[config.mk]
export PLATFORM = sky130hd
export DESIGN_NAME = trap_ctrl
export DESIGN_NICKNAME = d
export VERILOG_FILES = /design/src/rtl/trap_ctrl.sv
export SDC_FILE = /design/constraint.sdc
export NUM_CORES = 1
export LEC_CHECK = 0
export BUFFER_PORTS_ARGS = -buffer_cell sky130_fd_sc_hd__buf_4
export CAP_MARGIN = 5
export CORE_MARGIN = 5
export CORE_UTILIZATION = 51
export CTS_CLUSTER_DIAMETER = 150
export DETAILED_ROUTE_END_ITERATION = 16
export HOLD_SLACK_MARGIN = 0.12
export MAX_ROUTING_LAYER = met4
export PLACE_DENSITY = 0.85
export SLEW_MARGIN = 20
export SYNTH_ARGS = -nofsm -noshare
export SYNTH_HDL_FRONTEND = slang
export SYNTH_SLANG_ARGS = --single-unit
[constraint.sdc]
create_clock -name clk -period 4.35 [get_ports clk]
set_input_delay 1.0875 -clock clk [delete_from_list [all_inputs] [get_ports clk]]
set_output_delay 1.0875 -clock clk [all_outputs]
set_load 0.05 [all_outputs]
[src/rtl/trap_ctrl.sv]
// trap_ctrl: trap and return controller for the 5-stage pipeline.
// Takes external interrupts, illegal instructions and ECALLs at EX, records
// the return PC / cause in sepc / scause, and emits one-cycle redirect pulses
// for the next-PC mux.
//
// Build option: define TRAP_IRQ_SYNC_EN to pass ext_irq through a 2-flop
// synchroniser before edge detection (ext_irq -> irq_pend latency 3 cycles
// instead of 1).
//
// Handshake note: there is no valid/ready pair here. pc_write acts as the
// "advance" qualifier: an event is consumed only in a cycle with pc_write=1,
// and EX holds (re-presents) the same event for as long as pc_write=0. A
// redirect pulse flushes EX, so no event is consumed while flush is high.
module trap_ctrl #(
  parameter logic [31:0] CAUSE_IRQ   = 32'h1,
  parameter logic [31:0] CAUSE_ILL   = 32'h2,
  parameter logic [31:0] CAUSE_ECALL = 32'h8
) (
  input  logic        clk,
  input  logic        rstn,
  input  logic        ext_irq,
  input  logic        ex_valid,
  input  logic [31:0] pc_ex,
  input  logic        ecall_ex,
  input  logic        illegal_ex,
  input  logic        mret_ex,
  input  logic        pc_write,
  output logic [31:0] sepc,
  output logic [31:0] scause,
  output logic        trap_req,
  output logic        int_take,
  output logic        mret_take,
  output logic        in_handler,
  output logic        flush
);

  typedef enum logic {S_RUN = 1'b0, S_TRAP = 1'b1} state_t;

  state_t state;
  logic   irq_s;
  logic   irq_d;
  logic   irq_rise;
  logic   irq_pend;

`ifdef TRAP_IRQ_SYNC_EN
  logic irq_sync1;
  logic irq_sync2;

  // Two-flop synchroniser for the asynchronous interrupt line.
  always_ff @(posedge clk or negedge rstn) begin
    if (!rstn) begin
      irq_sync1 <= 1'b0;
      irq_sync2 <= 1'b0;
    end else begin
      irq_sync1 <= ext_irq;
      irq_sync2 <= irq_sync1;
    end
  end

  assign irq_s = irq_sync2;
`else
  assign irq_s = ext_irq;
`endif

  // Delayed copy of the interrupt line for rising-edge detection.
  always_ff @(posedge clk or negedge rstn) begin
    if (!rstn) irq_d <= 1'b0;
    else       irq_d <= irq_s;
  end

  assign irq_rise = irq_s & ~irq_d;

  // Event decode. Interrupts need no valid EX instruction (the EX slot is
  // squashed and its PC becomes the return address); exceptions do.
  logic run;
  logic accept;
  logic take_irq;
  logic exc_ok;
  logic take_ill;
  logic take_ecall;
  logic take_mret;

  assign run        = (state == S_RUN);
  assign accept     = pc_write & ~flush;
  assign take_irq   = accept & run & irq_pend;
  assign exc_ok     = accept & ex_valid & ~take_irq;
  // MRET outside a handler is treated as an illegal instruction.
  assign take_ill   = exc_ok & (illegal_ex | (mret_ex & run));
  assign take_ecall = exc_ok & ~take_ill & ecall_ex;
  // MRET with sepc==0 is a deliberate no-op (no valid return address).
  assign take_mret  = exc_ok & ~take_ill & ~ecall_ex & mret_ex & ~run
                      & (sepc != 32'd0);

  // Pending-interrupt flag: a new edge beats a same-cycle take.
  always_ff @(posedge clk or negedge rstn) begin
    if (!rstn) irq_pend <= 1'b0;
    else       irq_pend <= irq_rise | (irq_pend & ~take_irq);
  end

  // FSM, trap CSRs and registered redirect pulses.
  always_ff @(posedge clk or negedge rstn) begin
    if (!rstn) begin
      state     <= S_RUN;
      sepc      <= 32'd0;
      scause    <= 32'd0;
      trap_req  <= 1'b0;
      int_take  <= 1'b0;
      mret_take <= 1'b0;
    end else begin
      trap_req  <= take_irq | take_ill | take_ecall;
      int_take  <= take_irq;
      mret_take <= take_mret;
      if (take_irq) begin
        sepc   <= pc_ex;
        scause <= CAUSE_IRQ;
        state  <= S_TRAP;
      end else if (take_ill) begin
        sepc   <= pc_ex + 32'd4;
        scause <= CAUSE_ILL;
        state  <= S_TRAP;
      end else if (take_ecall) begin
        sepc   <= pc_ex + 32'd4;
        scause <= CAUSE_ECALL;
        state  <= S_TRAP;
      end else if (take_mret) begin
        state  <= S_RUN;
      end
    end
  end

  assign in_handler = (state == S_TRAP);
  assign flush      = trap_req | mret_take;

endmodule

; Word level (Yosys, flattened, before mapping)
; Index checks and enable logic that the tools add are counted.
; W data, S select, Z words.
[word_totals]
input_bits = 40
reg_bits = 70
out_inout_bits = 69
wordCells = 48
[classes]
reduce_logical = 3
addsub = 1
n_bitwise = 26
n_mux = 10
[ops]
columns = operator, count
row1 = $mux W32, 6
row2 = $add A32 B3 Y32 const B, 1
row3 = $reduce_bool A32 Y1, 1
row4 = $and A1 B1 Y1, 15
row5 = $not A1 Y1, 6
row6 = $or A1 B1 Y1, 5
row7 = $mux W1, 4
row8 = $reduce_bool A4 Y1, 1
row9 = $reduce_bool A3 Y1, 1

; Longest topological paths before layout
[depth]
word_depth = 18
depth_mapped = 8
depth_no_buf = 6

; Least setup slack after synthesis
; No wires, ideal clock.
[synth_timing]
path_type = input to register
from = in pc_write
to = reg sepc[0]
t_required_ps = 4225
slack_ps = 1983
t_arrival_ps = 2242
path_buffers = 1
cell_stages = 5
setup_time_ps = 125
path_cell_list = nor4b_4 nand2_4 o21ai_2 buf_6 mux2_2
[synth_between]
elab_chain_len = 10
word_cells_on_any_way = 13
classes_between = mux (2) / bitwise (10) / reduce/logical (1)
[synth_rtl]
columns = item, line
row1 = start: declaration, 27  ; input logic pc_write,
row2 = $and A1 B1 Y1 *, 84  ; assign accept = pc_write & ~flush;
row3 = $and A1 B1 Y1 (2 in a row), 85  ; assign take_irq = accept & run & irq_pend;
row4 = $not A1 Y1, 86  ; assign exc_ok = accept & ex_valid & ~take_irq;
row5 = $and A1 B1 Y1, 86
row6 = $and A1 B1 Y1, 88  ; assign take_ill = exc_ok & (illegal_ex | (mret_ex & run));
row7 = $not A1 Y1, 89  ; assign take_ecall = exc_ok & ~take_ill & ecall_ex;
row8 = $and A1 B1 Y1 (2 in a row), 89
row9 = $reduce_bool A3 Y1 (no line), n/a
row10 = end signal: assignment, 114  ; sepc <= pc_ex;
row11 = end signal: assignment, 118  ; sepc <= pc_ex + 32'd4;
row12 = end signal: assignment, 122  ; sepc <= pc_ex + 32'd4;
row13 = end: declaration, 28  ; output logic [31:0] sepc,
; Every way passes the cells marked *; elsewhere a longest branch is shown, timed or not.
; A chain may end at the register's enable or synchronous reset.

; Worst setup path after layout
[layout_timing]
from = in pc_write
to = reg sepc[4]
; Same word-level chain as after synthesis.

==> flow_summary.ini <==
[cts]
cts_hold_buf = 0
cts_buffer_depth = 2
postCtsSetupBuffers = 0
cts_buffers = 5
post_cts_resized = 0
cts.clk_slew.worst_paths_ns = 0.07
cts_tree = built
htreeDepth = 2
clock_sinks = 41
cts_root_buf = clkbuf_8
worstSkewPairLatency_ns = 0.29

[synthesis]
post-synth-top-area-cell = dfrtp_1
synth_warnings = 0
ys_top_cells_by_area = dfrtp_1 (41%), buf_4 (9.4%), xor2_1 (8.4%), nor2_1 (5.3%), a21oi_1 (5.0%)
synth.avg_cell_area_um2 = 9.46
synth_area_um2 = 2490
synth-main-ff-cell = dfrtp_1
synth_cells = 263
synth_edf_count = 0
synthTopCellsByCount = dfrtp_1 (41), nor2_1 (35), buf_4 (31), a21oi_1 (25), xor2_1 (24)
yosysMostFrequentCell = dfrtp_1
synthArstFlopShare = 1.00
synth_cell_types = 39
ys_seq_area_frac = 0.412
synth_top_cell_area_share = 0.412
synth_seq_cells = 41

[global_route]
groute.usage.overall = 0.200
grt_overflow = 0
grt_pass1_vias = 2038
grt_pass1_wl_mm = 9.66
grt_max_degree = 42
antenna_found_initial = 0

[route]
routedWlPerCell_um = 14.8
drt_iter0_drc = 132
dr.pass1.iters = 4
avgViaCountPerCell = 5.09
vias = 2075
drtAntennaViolNets = 0
drc = 0
drt_wl_total_mm = 6.04

[setup_path]
critPathLaunchType = input port
crit_required_ns = 4.57
worstSetupPathType = in -> reg
endpoint_kind = flip-flop
cp.arrival_ns = 2.87
crit_fanout = 37
rrSetupSlack_ns = 1.99

[floorplanning]
initial_core_util = 0.527
fp.dieH_um = 79.9
die_area_um2 = 6380
core_area_um2 = 4720
num_rows = 25
ioPinCount = 109
die_x_um = 79.9

[sta]
maxSlewViolCount = 0
rsz0062_at_grt = false
slew_headroom = 0.415
post-route-min-period_ns = 2.65
fin_worst_skew_ns = 0.00443
worst_pin_slew_ns = 0.874
timing.fmax_ghz = 0.378
fin_crit_sh = 0.609
finalSetupViolCount = 0
finalSetupTns_ns = 0
finalHoldViolCount = 0

[power_and_ir_drop]
powerDensity_nw_per_um2 = 690
p_leak_nw = 1.37
peakVddDrop_mv = 0.379

[finish]
nNetsFinal = 381
syn_to_final_growth_pct = 23.7
fillCellCount = 398
num_antenna_cells = 0
final_area_um2 = 3080
drive_gt1_frac = 0.299

[placement]
io_buffers = 79
gp_congestion = 0.914
post-dp-hpwl_mm = 4.83
post_dp_cell_area_um2 = 3000

[job]
maxCapViolations = 0

[run_status]
status = completed

[min_path]
hold_path_class = reg -> reg
critical path, cell delays in order:
cell     delay [ns]
buf_4          0.09
nor4b_4        0.49
nand2_4        0.18
o21ai_4        0.36
buf_4          0.43
nor2_1         0.08
a21oi_1        0.13
cells by family (layout without fill, tap and decap cells):
| logic type | count (synthesis) | after routing | synth area share |
|---|---|---|---|
| simple gates | 100 | 100 | 0.226 |
| buf+inv | 45 | 95 | 0.126 |
| compound gates | 44 | 44 | 0.118 |
| flops | 41 | 41 | 0.412 |
| xor+xnor | 28 | 28 | 0.0985 |
| mux | 3 | 3 | 0.0131 |
| fa+ha+maj | 1 | 1 | 0.00503 |
| other cells | 1 | 29 | 0.00151 |
flip-flops by register name (all words and copies together) (netlist names):
| name | flops |
|---|---|
| in_handler | 1 |
| int_take | 1 |
| irq_d | 1 |
| irq_pend | 1 |
| mret_take | 1 |
| scause | 3 |
| sepc | 32 |
| trap_req | 1 |
final timing paths:
path                               startpoint                     to  cells after the start
setup reg to reg           irq_pend$_DFF_PN0_    sepc[4]$_DFFE_PN0P_                      6
max in group asynchronous                rstn    sepc[5]$_DFFE_PN0P_                      1
min in group asynchronous                rstn  scause[3]$_DFFE_PN0P_                      1
hold reg to reg               irq_d$_DFF_PN0_     irq_pend$_DFF_PN0_                      1
hold / removal                irq_d$_DFF_PN0_     irq_pend$_DFF_PN0_                      1
setup / recovery                     pc_write    sepc[4]$_DFFE_PN0P_                      7
layout by cell type, fill, tap and decap left out, types with 2 or more instances in the layout:
cell,instances
nand2_1,9
a211oi_1,2
dfrtp_1,41
xor2_1,24
a21oi_2,6
nor2_1,35
conb_1,29
nor3_1,2
buf_4,80
a21oi_1,25
and3_1,9
clkbuf_8,5
and2_1,2
clkbuf_1,3
and4_1,2
nor4_1,8
nand3_1,9
inv_1,7
nand4_1,17
xnor2_1,4
o22ai_1,2
mux2_2,2
o21ai_0,2
metal layers:
layer	wire, µm	vias to the layer above	global-route usage
li1	-	1018	-
met1	2460	975	0.247
met2	3100	71	0.329
met3	371	11	0.0395
met4	108	0	0.0709
met5	0	-	-
power breakdown:
group	internal [mW]	switching [mW]	total [mW]
Combinational	0.336	0.863	1.20
Sequential	0.543	0.145	0.688
Clock	0.114	0.122	0.236
Total	0.994	1.13	2.12
per-stage QoR:
| step | instances | hold slack, ns | power [mW] | util | worst slack, ns |
|---|---|---|---|---|---|
| detailed placement | 400 | 0.432 | 1.90 | 0.635 | 1.41 |
| global route | 408 | 0.459 | 2.23 | 0.652 | 1.51 |
| floorplan | 291 | 0.409 | 1.54 | - | 1.98 |
| finish | 408 | 0.442 | 2.12 | 0.652 | 1.70 |
| global placement | 400 | 0.433 | 1.88 | 0.635 | 1.50 |
| CTS | 408 | 0.441 | 2.14 | 0.652 | 1.70 |
cell type report:
class	count	area, µm²	share of cell area
inverter	7	26.3	0.00853
timing repair buffer	80	601	0.195
tap	67	83.8	0.0272
multi-input combinational	205	1260	0.410
clock buffer	8	80.1	0.0260
sequential	41	1030	0.333
(Power assumes the default switching activity.)
